===== config.mk =====
export PLATFORM = sky130hd
export DESIGN_NAME = safe_wrapper_csr
export DESIGN_NICKNAME = d
export VERILOG_FILES = /design/src/rtl/safe_wrapper_csr.sv
export SDC_FILE = /design/constraint.sdc
export NUM_CORES = 1
export LEC_CHECK = 0
export CAP_MARGIN = 15
export CELL_PAD_IN_SITES_DETAIL_PLACEMENT = 1
export CELL_PAD_IN_SITES_GLOBAL_PLACEMENT = 1
export CORE_MARGIN = 2
export CORE_UTILIZATION = 25
export CTS_BUF_LIST = sky130_fd_sc_hd__clkbuf_16
export CTS_CLUSTER_SIZE = 25
export DETAILED_ROUTE_END_ITERATION = 16
export PLACE_DENSITY_LB_ADDON = 0.1
export SLEW_MARGIN = 30
export SYNTH_ARGS = -nofsm -noshare
export SYNTH_HDL_FRONTEND = slang
export SYNTH_SLANG_ARGS = --single-unit
export TNS_END_PERCENT = 5

===== constraint.sdc =====
create_clock -name clk_i -period 2 [get_ports clk_i]
set_clock_uncertainty 0.2 [all_clocks]
set_input_delay 0.3 -clock clk_i [delete_from_list [all_inputs] [get_ports clk_i]]
set_output_delay 0.3 -clock clk_i [all_outputs]
set_load 0.02 [all_outputs]

===== src/rtl/safe_wrapper_csr.sv =====
// Register bus types shared by the wrapper CSR mux and its leaf register files.
package reg_pkg;

    typedef struct packed {
        logic [31:0] addr;
        logic        write;
        logic [31:0] wdata;
        logic [3:0]  wstrb;
        logic        valid;
    } reg_req_t;

    typedef struct packed {
        logic [31:0] rdata;
        logic        error;
        logic        ready;
    } reg_rsp_t;

endpackage

// safe_wrapper_csr: redundancy-mode / master-core CSRs plus the halt-all /
// resume-all lockstep resynchronisation sequencer for NHARTS cores.
module safe_wrapper_csr #(
    parameter int NHARTS         = 3,
    parameter int TIMEOUT_CYCLES = 1024
) (
    input  logic                clk_i,
    input  logic                rst_i,
    input  reg_pkg::reg_req_t   reg_req_i,
    output reg_pkg::reg_rsp_t   reg_rsp_o,
    output logic [1:0]          safe_mode_o,
    output logic [1:0]          master_core_o,
    output logic [NHARTS-1:0]   halt_req_o,
    input  logic [NHARTS-1:0]   core_halted_i,
    output logic [NHARTS-1:0]   resume_o,
    output logic                sync_done_irq_o
);

    localparam int              CW       = $clog2(TIMEOUT_CYCLES);
    localparam logic [CW-1:0]   CNT_LAST = CW'(TIMEOUT_CYCLES - 1);
    localparam logic [31:0]     NHARTS_U = 32'(NHARTS);

    typedef enum logic [1:0] {
        ST_IDLE,
        ST_WAIT_HALT,
        ST_RESUME
    } state_t;

    state_t         state_reg, state_next;
    logic [CW-1:0]  cnt_reg, cnt_next;
    logic [1:0]     mode_reg, mode_next;
    logic [1:0]     master_reg, master_next;
    logic           done_reg, done_next;
    logic           timeout_reg, timeout_next;
    logic [15:0]    sync_count_reg, sync_count_next;

    // Bus decode results
    logic [2:0]     reg_idx;
    logic           misaligned;
    logic [1:0]     wr_val;
    logic           busy;
    logic           all_halted;
    logic [31:0]    rsp_rdata;
    logic           rsp_error;
    logic           mode_we, master_we, start_req, clr_timeout, clr_done;
    logic           set_done, set_timeout;
    logic           unused_bits;

    assign reg_idx    = reg_req_i.addr[4:2];
    assign misaligned = |reg_req_i.addr[1:0];
    assign wr_val     = reg_req_i.wdata[1:0];
    assign busy       = (state_reg != ST_IDLE);
    assign all_halted = &core_halted_i;

    // Only addr[4:0], wdata[2:0] and wstrb[0] carry meaning here.
    assign unused_bits = ^{reg_req_i.addr[31:5], reg_req_i.wdata[31:3], reg_req_i.wstrb[3:1]};

    // Combinational register access: response data/error and write strobes.
    always_comb begin
        rsp_rdata   = 32'd0;
        rsp_error   = 1'b0;
        mode_we     = 1'b0;
        master_we   = 1'b0;
        start_req   = 1'b0;
        clr_timeout = 1'b0;
        clr_done    = 1'b0;
        if (reg_req_i.valid) begin
            if (misaligned || (reg_idx > 3'd4)) begin
                rsp_error = 1'b1;
            end else if (reg_req_i.write) begin
                if (reg_req_i.wstrb[0]) begin
                    case (reg_idx)
                        3'd0: begin
                            if (busy || (wr_val == 2'd3)) rsp_error = 1'b1;
                            else                          mode_we   = 1'b1;
                        end
                        3'd1: begin
                            if (busy || ({30'd0, wr_val} >= NHARTS_U)) rsp_error = 1'b1;
                            else                                       master_we = 1'b1;
                        end
                        3'd2: begin
                            if (busy) rsp_error = 1'b1;
                            else      start_req = reg_req_i.wdata[0];
                        end
                        3'd3: begin
                            clr_timeout = reg_req_i.wdata[1];
                            clr_done    = reg_req_i.wdata[2];
                        end
                        default: ;
                    endcase
                end
            end else begin
                case (reg_idx)
                    3'd0:    rsp_rdata = {30'd0, mode_reg};
                    3'd1:    rsp_rdata = {30'd0, master_reg};
                    3'd3:    rsp_rdata = {29'd0, done_reg, timeout_reg, busy};
                    3'd4:    rsp_rdata = {16'd0, sync_count_reg};
                    default: rsp_rdata = 32'd0;
                endcase
            end
        end
    end

    assign reg_rsp_o = '{rdata: rsp_rdata, error: rsp_error, ready: 1'b1};

    // Sync sequencer next state, timeout counter and status/count updates.
    always_comb begin
        state_next  = state_reg;
        cnt_next    = cnt_reg;
        set_done    = 1'b0;
        set_timeout = 1'b0;
        case (state_reg)
            ST_IDLE: begin
                if (start_req) begin
                    state_next = ST_WAIT_HALT;
                    cnt_next   = '0;
                end
            end
            ST_WAIT_HALT: begin
                cnt_next = cnt_reg + 1'b1;
                // A halt arriving on the last allowed cycle still counts as success.
                if (all_halted) begin
                    state_next = ST_RESUME;
                end else if (cnt_reg == CNT_LAST) begin
                    state_next  = ST_IDLE;
                    set_timeout = 1'b1;
                end
            end
            ST_RESUME: begin
                state_next = ST_IDLE;
                set_done   = 1'b1;
            end
            default: state_next = ST_IDLE;
        endcase

        mode_next       = mode_we   ? wr_val : mode_reg;
        master_next     = master_we ? wr_val : master_reg;
        // Hardware set beats a same-cycle software clear.
        done_next       = (done_reg    & ~clr_done)    | set_done;
        timeout_next    = (timeout_reg & ~clr_timeout) | set_timeout;
        sync_count_next = sync_count_reg + {15'd0, set_done};
    end

    // State and register storage with asynchronous reset.
    always_ff @(posedge clk_i or posedge rst_i) begin
        if (rst_i) begin
            state_reg      <= ST_IDLE;
            cnt_reg        <= '0;
            mode_reg       <= 2'd0;
            master_reg     <= 2'd0;
            done_reg       <= 1'b0;
            timeout_reg    <= 1'b0;
            sync_count_reg <= 16'd0;
        end else begin
            state_reg      <= state_next;
            cnt_reg        <= cnt_next;
            mode_reg       <= mode_next;
            master_reg     <= master_next;
            done_reg       <= done_next;
            timeout_reg    <= timeout_next;
            if (set_done) begin
                sync_count_reg <= sync_count_next;
            end
        end
    end

    assign safe_mode_o     = mode_reg;
    assign master_core_o   = master_reg;
    assign halt_req_o      = {NHARTS{state_reg == ST_WAIT_HALT}};
    assign resume_o        = {NHARTS{state_reg == ST_RESUME}};
    assign sync_done_irq_o = (state_reg == ST_RESUME);

endmodule


==> run metrics, run 1 <==
pwr/cell area=593 mW/mm^2; Synth cell types=45; Worst path slowest cell=or4b_4; CTS Sinks=34; grt total ovfl=0; Final #Nets=389; Final Max Tran Viols=0; Util after Layout=38.0%; Die W=96.1 um; Power, Total=1.85 mW; Core ar.=0.00822 sq mm; crit-path max cell delay=0.58 ns; Critical Path, Cell by Cell=buf_6, nand2b_4, o21a_1, or4b_4, a21oi_4, buf_6; Post-synth ARST share=100%; Largest delay share family, worst path=simple AND/OR/NAND/NOR gates; cell total after placement=just under 400; clock tree buffer depth=2; first drt pass iteration count=4; post-DP HPWL=4230 um; Final setup viols=1; worst path bufs/invs=2; antenna-violating nets left=0; Syn Area/Cell=roughly 9.4 sq um; Cell Count, Final, Fillers Out=415; diode count=0; Synth Register Bits=34; max FFs per register=16; largest net degree at the start of global routing=35; detailed-route DRC error count=0; Worst EP arrival=about 1.5 ns; CP Capture Type=primary output; area of the multi-input gates=0.00124 sq mm; max cap viols=0; leak pwr=1.46 nW; dpl cell area=0.00284 sq mm; routability cong.=0.751; period utilization=100%; htree depth=2; outcome=complete, but fails checks; site row count=33; Final min period=2.00 ns; number of enable flip-flop cells after synthesis=0; Main synth FF type=dfrtp_1; Tot GR Track Use=13.5%; cells after synthesis=226; clk slew on worst S/H paths=0.05 ns; Synth Cell Area=0.00212 sq mm; IO Pins=120; Num CTS Buffers=5; die area=0.00924 sq mm; Die Y=96.1 um; Fin. Hold Viols=0; number of DRC markers in iteration 0=44; Reg area=851 sq um; CP startpoint kind=primary input; Worst-Skew Late Latency=0.27 ns; Crit Path Max Fanout=4; initial core utilization=between 20% and 30%; vias in the first global route=between 1500 and 2000; IO buf count=43; Hold Buf Count CTS=0; share of cells above drive strength 1=between 30% and 40%; WL/cell=14.3 um; Design Area, Final=around 0.0031 sq mm; most used cell, CP=buf_6; Vias=1859; CP Data Required Time=1.50 ns; WL final=5920 um; peak supply drop=0.000435 V; Yosys warning total=0; TritonCTS clock tree=done; Area Overhead vs Synth=47.1%; Worst Hold Class=primary input to asynchronous set/reset pin; vias per std cell=4.48; final setup margin=-0.00197 ns; # fillers=950; post-synthesis sequential area ratio=40.1%; clock root buffer=clkbuf_16; global-route wire length before repair=about 9600 um; dpl ws=-0.988 ns; fmax=500 MHz; kind of critical path=primary input to primary output; failing checks=negative setup slack; RSZ-0062 raised after global routing=true; antenna violations before repair=0
## final timing paths
path	start	endpoint	slack, ns	cells past startpoint
setup / recovery	reg_req_i[42]	reg_rsp_o[4]	-0.002	6
hold / removal	rst_i	sync_count_reg[11]	0.22	3
setup reg to reg	state_reg[0]	sync_count_reg[11]	0.08	6
hold reg to reg	sync_count_reg[15]	sync_count_reg[15]	0.28	1
max in group asynchronous	rst_i	timeout_reg	1.04	3
min in group clk_i	sync_count_reg[15]	sync_count_reg[15]	0.28	1
## synth_stat cells, types with 3 or more instances
cell type / n / share of area (%)
nand2b_1: 3 / 0.89
mux2i_1: 4 / 1.9
ha_1: 3 / 1.8
nor3_1: 4 / 0.94
xor2_1: 4 / 1.7
nor2_1: 14 / 2.5
nand3_1: 13 / 3.1
mux2_2: 6 / 3.2
and3_1: 3 / 0.89
and2_1: 13 / 3.8
clkbuf_1: 3 / 0.53
nand4_1: 4 / 1.2
nand2_1: 21 / 3.7
buf_4: 23 / 8.1
o31ai_1: 4 / 1.4
dfrtp_1: 34 / 40
and3_2: 3 / 1.1
inv_1: 6 / 1.1
o21ai_0: 11 / 2.6
xnor2_1: 10 / 4.1
a21oi_1: 9 / 2.1
nor2b_1: 3 / 0.89
## power breakdown
group	internal, mW	switching, mW	total (mW)	leakage [nW]
Combinational	0.158	0.181	0.339	0.946
Clock	0.441	0.253	0.695	0.0632
Sequential	0.752	0.0657	0.818	0.448
## cell families after synthesis
| family | Yosys count | synth area share, % |
|---|---|---|
| AND/OR/NAND/NOR | 95 | 25.5 |
| buffers and inverters | 36 | 11.7 |
| flip-flops | 34 | 40.1 |
| AO/OA/AOI/OAI | 32 | 9.68 |
| XOR/XNOR | 14 | 5.78 |
| multiplexers | 10 | 5.07 |
| adder cells (fa/ha/maj) | 3 | 1.77 |
| other | 2 | 0.354 |
## metrics by stage
step,hold slack [ns],setup TNS [ns]
6_report,0.223,-0.00197
3_3_place_gp,0.257,-19.18
2_1_floorplan,0.237,-0.424
5_1_grt,0.278,-0.178
3_5_place_dp,0.267,-19.85
4_1_cts,0.248,-0.0456
## metal layers
layer  share of wire (%)  track usage, %  up-vias
met5                   0               0        -
met4                 1.1            3.45        0
met3                 3.4            2.58        9
met2                  50            22.5       31
met1                  46            17.9      908
li1                    -               -      911
## what timing repair did
| action | 4_1_cts | 5_1_grt |
|---|---|---|
| buffers inserted | 9 | 2 |
| setup endpoints to repair | 40 | 31 |
| gates cloned | 1 | 0 |
| pin swaps | 9 | 5 |
| gates resized for setup | 131 | 27 |
## worst min-delay path: cells and delay by family
kind	cells	cell delay, ns
buf+inv	3	0.82
## cells in the final DEF, fill, tap and decap left out, types with 4 or more instances in the layout
cell type | Yosys | routed
buf_2 | 1 | 9
mux2_2 | 6 | 6
and2_4 | 0 | 4
xnor2_1 | 10 | 10
nor2_1 | 14 | 9
o21ai_0 | 11 | 9
clkbuf_16 | 0 | 5
dfrtp_1 | 34 | 34
dlygate4sd2_1 | 0 | 5
and2_1 | 13 | 9
buf_6 | 2 | 12
xor2_1 | 4 | 4
nand2_1 | 21 | 20
nand3_1 | 13 | 12
nand4_1 | 4 | 4
mux2i_1 | 4 | 4
buf_4 | 23 | 50
conb_1 | 2 | 17
clkdlybuf4s50_1 | 0 | 12
a21oi_1 | 9 | 6
inv_1 | 6 | 6
## layout make-up
cell class / instances / share of cell area (%)
Multi-Input combinational cell: 172 / 39.8
Sequential cell: 34 / 27.3
Timing Repair Buffer: 92 / 23.9
Tap cell: 105 / 4.21
Clock buffer: 5 / 4.01
Inverter: 6 / 0.722
Clock inverter: 1 / 0.120
(Power assumes the default switching activity.)
==> run 2, diff against run 1 <==
--- a/config.mk
+++ b/config.mk
@@ -8,11 +8,12 @@
 export CAP_MARGIN = 15
 export CELL_PAD_IN_SITES_DETAIL_PLACEMENT = 1
 export CELL_PAD_IN_SITES_GLOBAL_PLACEMENT = 1
+export CORE_ASPECT_RATIO = 1.1
 export CORE_MARGIN = 2
 export CORE_UTILIZATION = 25
-export CTS_BUF_LIST = sky130_fd_sc_hd__clkbuf_16
 export CTS_CLUSTER_SIZE = 25
 export DETAILED_ROUTE_END_ITERATION = 16
+export HOLD_SLACK_MARGIN = 0.05
 export PLACE_DENSITY_LB_ADDON = 0.1
 export SLEW_MARGIN = 30
 export SYNTH_ARGS = -nofsm -noshare
==> run 2 against run 1 <==
  * The flow now finishes without violations
  * First-iteration DRC count is 48% lower
  * Count of clock-buffer cells in the layout is the same
  * Global-route usage down 0.44 points
  * Power shrank 2.9%
  * Sequential power about the same
  * Combinational power decreased by 2%
  * Fmax grew 0.97%
  * Register-to-register slack worse by 0.06 ns
  * Critical path depth decreased by 1
  * Die area is essentially flat
  * Flip-flop and latch count unchanged
  * Critical endpoint is now cnt_reg[7]
  * Largest cell class unchanged
  * Highest routed layer unchanged
==> run metrics, run 2 (same netlist as run 1, synthesis figures left out) <==
outcome=complete, no violations (was complete, but fails checks); htree depth=2 (unchanged); TritonCTS clock tree=done (unchanged); site row count=35 (was 33); Worst R2R Path Depth=5 (was 6); IO Pins=120 (unchanged); antenna violations before repair=0 (unchanged); peak supply drop=0.000317 V (was 0.000435 V); first drt pass iteration count=4 (unchanged); fmax=504 MHz (was 500 MHz); CP Capture Point=cnt_reg[7] (was reg_rsp_o[4]); Vias=1838 (was 1859); Core ar.=0.00832 sq mm (was 0.00822 sq mm); dpl cell area=0.00286 sq mm (was 0.00284 sq mm); Area Overhead vs Synth=48.6% (was 47.1%); dpl ws=-0.919 ns (was -0.988 ns); Num CTS Buffers=5 (unchanged); Final #Nets=384 (was 389); Final Max Tran Viols=0 (unchanged); global-route wire length before repair=9470 um (was 9640 um); Final setup viols=0 (was 1); commonest non-fill, non-tap cells in the layout=buf_4, dfrtp_1, nand2_1 (unchanged); sequential share of power=45.4% (was 44.2%); P_sw=0.524 mW (was 0.500 mW); IO buf count=43 (unchanged); Util after Layout=37.9% (was 38.0%); CTS Sinks=34 (unchanged); Cell Count, Final, Fillers Out=418 (was 415); flop-to-flop setup slack=0.02 ns (was 0.08 ns); post-DP HPWL=4290 um (was 4230 um); Die Y=101 um (was 96.1 um); initial core utilization=25.5% (was 25.8%); Fin. Hold Viols=0 (unchanged); Tot GR Track Use=13.1% (was 13.5%); cell total after placement=405 (was 397); period utilization=99.1% (was 100%); grt total ovfl=0 (unchanged); reg-to-reg startpoint=state_reg[1] (was state_reg[0]); Hold Buf Count CTS=0 (unchanged); pwr/cell area=571 mW/mm^2 (was 593 mW/mm^2); WL/cell=13.9 um (was 14.3 um); share of cells above drive strength 1=41.0% (was 39.4%); final setup margin=0.0172 ns (was -0.00197 ns); Int Pwr=1.27 mW (was 1.35 mW); RSZ-0062 raised after global routing=true (unchanged); Design Area, Final=0.00315 sq mm (was 0.00312 sq mm); CP Launch Point=state_reg[1] (was reg_req_i[42]); routability cong.=0.753 (was 0.751); Net Sw Frac=29.2% (was 27.0%); number of DRC markers in iteration 0=23 (was 44); Final min period=1.98 ns (was 2.00 ns); kind of critical path=flop to flop (was primary input to primary output); die area=0.00924 sq mm (about the same); WL final=5830 um (was 5920 um); commonest non-fill, non-tap cell in the layout=buf_4 (unchanged); Worst EP arrival=2.00 ns (was 1.50 ns); Die W=91.8 um (was 96.1 um); Logic pwr share=18.4% (was 18.3%); diode count=0 (unchanged); leak pwr=1.42 nW (was 1.46 nW); CP Data Required Time=2.02 ns (was 1.50 ns); vias per std cell=4.40 (was 4.48); antenna-violating nets left=0 (unchanged); Power, Total=1.80 mW (was 1.85 mW); largest net degree at the start of global routing=35 (unchanged); clock tree buffer depth=2 (unchanged); CP Capture Type=flop (was primary output); capturing point of the worst reg2reg path=cnt_reg[7] (was sync_count_reg[11]); CP startpoint kind=flop (was primary input); max cap viols=0 (unchanged); clk slew on worst S/H paths=0.08 ns (was 0.05 ns); Worst-Skew Late Latency=0.29 ns (was 0.27 ns); Worst Hold Class=primary input to asynchronous set/reset pin (unchanged); clock root buffer=clkbuf_8 (was clkbuf_16); vias in the first global route=1842 (was 1894); max FFs per register=16 (unchanged); detailed-route DRC error count=0 (unchanged); clock share of power=36.2% (was 37.5%); Crit Path Max Fanout=4 (unchanged)
## run 2: area by class of cell
type | count | area (sq um)
sequential | 34 | 851
timing repair buffer | 87 | 752
multi-input combinational | 172 | 1270
fill | 972 | 5170
tap | 111 | 139
inverter | 6 | 26.3
clock inverter | 3 | 45.0
clock buffer | 5 | 68.8
## run 2: what timing repair did
item,CTS,global route
endpoints found under the hold margin,0,0
endpoints found under the setup margin,37,35
pin swaps,10,4
cloned,1,0
setup buffers,3,1
resized for setup,149,33
## run 2: worst min-delay path by stage
stage,end,slack (ns),cells after the start
final,sync_count_reg[7],0.22,3
after global routing,sync_count_reg[15],0.27,3
after CTS,sync_count_reg[15],0.24,3
after detailed placement,sync_count_reg[15],0.28,1
after global placement,sync_count_reg[15],0.26,1
after floorplan,cnt_reg[0],0.24,1
## run 2: routing by layer
layer  GRT usage, %  up-vias  wire [um]
li1               -      900          -
met1           17.0      897       2640
met2           22.7       35       2950
met3           2.09        6        187
met4           3.44        0         56
met5              0        -          0
## run 2: stage by stage
stage          hold slack, ns  setup TNS [ns]
2_1_floorplan           0.237          -0.424
3_3_place_gp            0.256          -19.85
3_5_place_dp            0.277          -20.88
4_1_cts                 0.238         -0.0246
5_1_grt                 0.270          -0.436
6_report                0.218               0
## run 2: power groups by stage
stage               registers [mW]  logic, mW  clock network, mW
finish                       0.817      0.331              0.650
global route                 0.829      0.373              0.707
CTS                          0.816      0.330              0.676
detailed placement           0.828      0.319                  0
global placement             0.828      0.310                  0
floorplan                    0.818      0.222                  0
## run 2: worst max-delay path: stages, from the launching register on
cell and delay [ns]:
dfrtp_1 0.42, buf_4 0.16, and4bb_2 0.32, a41oi_4 0.14, or4_4 0.54, a21oi_2 0.13
==> run 3, diff against run 2 <==
--- a/config.mk
+++ b/config.mk
@@ -9,12 +9,12 @@
 export CELL_PAD_IN_SITES_DETAIL_PLACEMENT = 1
 export CELL_PAD_IN_SITES_GLOBAL_PLACEMENT = 1
 export CORE_ASPECT_RATIO = 1.1
-export CORE_MARGIN = 2
 export CORE_UTILIZATION = 25
 export CTS_CLUSTER_SIZE = 25
 export DETAILED_ROUTE_END_ITERATION = 16
 export HOLD_SLACK_MARGIN = 0.05
 export PLACE_DENSITY_LB_ADDON = 0.1
+export SETUP_SLACK_MARGIN = 0.15
 export SLEW_MARGIN = 30
 export SYNTH_ARGS = -nofsm -noshare
 export SYNTH_HDL_FRONTEND = slang
==> run 3 against run 2 <==
  * Sequential power up 0.7%
  * Final area up 3.3%
  * Largest power group unchanged
  * Routed wire length up 0.19%
  * Combinational power up 6%
  * Hold slack worse by 0.00077 ns
  * Sequential share of layout area down 0.81 points
  * Via count up 1.7%
  * Clock power down 22%
  * Final cell count down 0.24%
  * Setup slack worse by 0.017 ns
  * Highest routed layer unchanged
  * Flip-flop and latch count unchanged
  * Register-to-register slack better by 0.02 ns
==> run metrics, run 3 (same netlist as run 1, synthesis figures left out) <==
outcome=complete, no violations (unchanged); metal2 WL=2970 um (was 2950 um); Worst Hold Class=primary input to asynchronous set/reset pin (unchanged); CP Capture Type=primary output (was flop); detailed-route DRC error count=0 (unchanged); Crit Path Max Fanout=6 (was 4); IO buf count=43 (unchanged); leak pwr=1.51 nW (was 1.42 nW); Final Max Tran Viols=0 (unchanged); max cap viols=0 (unchanged); Die W=89.8 um (was 91.8 um); CP startpoint kind=primary input (was flop); Largest delay share family, worst path=simple AND/OR/NAND/NOR gates (unchanged); first drt pass iteration count=4 (unchanged); global-route wire length before repair=10200 um (was 9470 um); CP Data Required Time=1.50 ns (was 2.02 ns); Fin. Hold Viols=0 (unchanged); vias in the first global route=1993 (was 1842); fmax=500 MHz (was 504 MHz); WL/cell=14.0 um (was 13.9 um); number of DRC markers in iteration 0=28 (was 23); Final #Nets=386 (was 384); Worst EP arrival=1.50 ns (was 2.00 ns); period utilization=100% (was 99.1%); share of cells above drive strength 1=44.0% (was 41.0%); max FFs per register=16 (unchanged); M1 WL=2620 um (was 2640 um); antenna violations before repair=0 (unchanged); top sig layer=met4 (unchanged); crit-path max cell delay=0.37 ns (was 0.54 ns); commonest non-fill, non-tap cells in the layout=buf_6, buf_4, dfrtp_1 (was buf_4, dfrtp_1, nand2_1); initial core utilization=26.2% (was 25.5%); grt total ovfl=0 (unchanged); site row count=34 (was 35); routability cong.=0.767 (was 0.753); dpl cell area=0.00286 sq mm (about the same); htree depth=2 (unchanged); total negative slack=0 ns (unchanged); antenna-violating nets left=0 (unchanged); diode count=0 (unchanged); commonest non-fill, non-tap cell in the layout=buf_6 (was buf_4); # fillers=923 (was 972); Num CTS Buffers=5 (unchanged); Worst-Skew Late Latency=0.29 ns (about the same); Critical Path, Cell by Cell=buf_6, buf_6, nor4b_4, and3_4, buf_6, and2_4, buf_6 (was buf_4, and4bb_2, a41oi_4, or4_4, a21oi_2); TritonCTS clock tree=done (unchanged); clk slew on worst S/H paths=0.07 ns (was 0.08 ns); WL final=5840 um (was 5830 um); Final setup viols=0 (unchanged); Vias=1869 (was 1838); Tot GR Track Use=14.5% (was 13.1%); IO Pins=120 (unchanged); Design Area, Final=0.00325 sq mm (was 0.00315 sq mm); post-DP HPWL=4250 um (was 4290 um); Area Overhead vs Synth=53.4% (was 48.6%); die area=0.00886 sq mm (was 0.00924 sq mm); CTS Sinks=34 (unchanged); kind of critical path=primary input to primary output (was flop to flop); RSZ-0062 raised after global routing=true (unchanged); clock root buffer=clkbuf_8 (unchanged); Die Y=98.6 um (was 101 um); Final min period=2.00 ns (was 1.98 ns); Power, Total=1.68 mW (was 1.80 mW); Core ar.=0.00808 sq mm (was 0.00832 sq mm); metal3 WL=190 um (was 187 um); peak supply drop=0.000474 V (was 0.000317 V); largest net degree at the start of global routing=35 (unchanged); clock tree buffer depth=2 (unchanged); pwr/cell area=516 mW/mm^2 (was 571 mW/mm^2); vias per std cell=4.48 (was 4.40); worst path bufs/invs=4 (was 1); most used cell, CP=buf_6; Worst path slowest cell=nor4b_4 (was or4_4)
## run 3: cell count changes in the layout (fill, tap and decap cells not counted), sizes merged
cell	previous run	this run
buf	69	75
clkdlybuf4s50	12	7
clkbuf	5	7
bufinv	1	0
clkdlybuf4s15	2	1
clkinvlp	3	2
dlygate4sd2	4	5
dlymetal6s2s	0	1
## run 3: through the flow
| stage | cells | setup slack, ns | hold slack [ns] | util [%] |
|---|---|---|---|---|
| 2_1_floorplan | 241 | 0.0897 | 0.237 | - |
| 3_3_place_gp | 398 | -0.915 | 0.258 | 35.4 |
| 3_5_place_dp | 398 | -0.951 | 0.260 | 35.4 |
| 4_1_cts | 414 | -0.0168 | 0.232 | 38.7 |
| 5_1_grt | 417 | -0.0530 | 0.283 | 40.2 |
| 6_report | 417 | 0.000508 | 0.217 | 40.2 |
## run 3: layout make-up
| cell class | count | area [sq um] | share of cell area, % |
|---|---|---|---|
| clock buffer | 7 | 76.3 | 2.35 |
| timing repair buffer | 89 | 838 | 25.8 |
| sequential | 34 | 852 | 26.2 |
| multi-input combinational | 172 | 1320 | 40.5 |
| inverter | 6 | 26.3 | 0.808 |
| tap | 108 | 135 | 4.15 |
| clock inverter | 1 | 7.51 | 0.231 |
## run 3: report_power, final
group / internal [mW] / switching (mW)
logic: 0.163 / 0.187
registers: 0.750 / 0.0731
clock network: 0.247 / 0.258
## run 3: final timing paths
| kind | startpoint | to | slack, ns | depth (start not counted) |
|---|---|---|---|---|
| min | rst_i | sync_count_reg[13] | 0.22 | 3 |
| min reg2reg | sync_count_reg[15] | sync_count_reg[15] | 0.27 | 1 |
| max in group asynchronous | rst_i | state_reg[0] | 1.04 | 3 |
| max | reg_req_i[38] | reg_rsp_o[13] | 0.0005 | 7 |
| min in group clk_i | sync_count_reg[15] | sync_count_reg[15] | 0.27 | 1 |
| max reg2reg | state_reg[1] | sync_count_reg[10] | 0.04 | 9 |
## run 3: timing repair
action                                  4_1_cts  5_1_grt
pin swaps                                    25        8
resized for setup                           199       29
hold buffers                                  0        0
endpoints found under the setup margin       52       48
buffers inserted                              7        3
cloned                                        1        0
## run 3: worst min-delay path, cell delays in order
cell and delay [ns]:
clkdlybuf4s50_1 0.39, inv_1 0.05, buf_4 0.39
## run 3: layer usage
metal / track usage (%) / vias to the layer above
met2: 25.1 / 42
li1: - / 908
met4: 3.53 / 0
met1: 18.4 / 913
met3: 2.85 / 6
met5: 0 / -
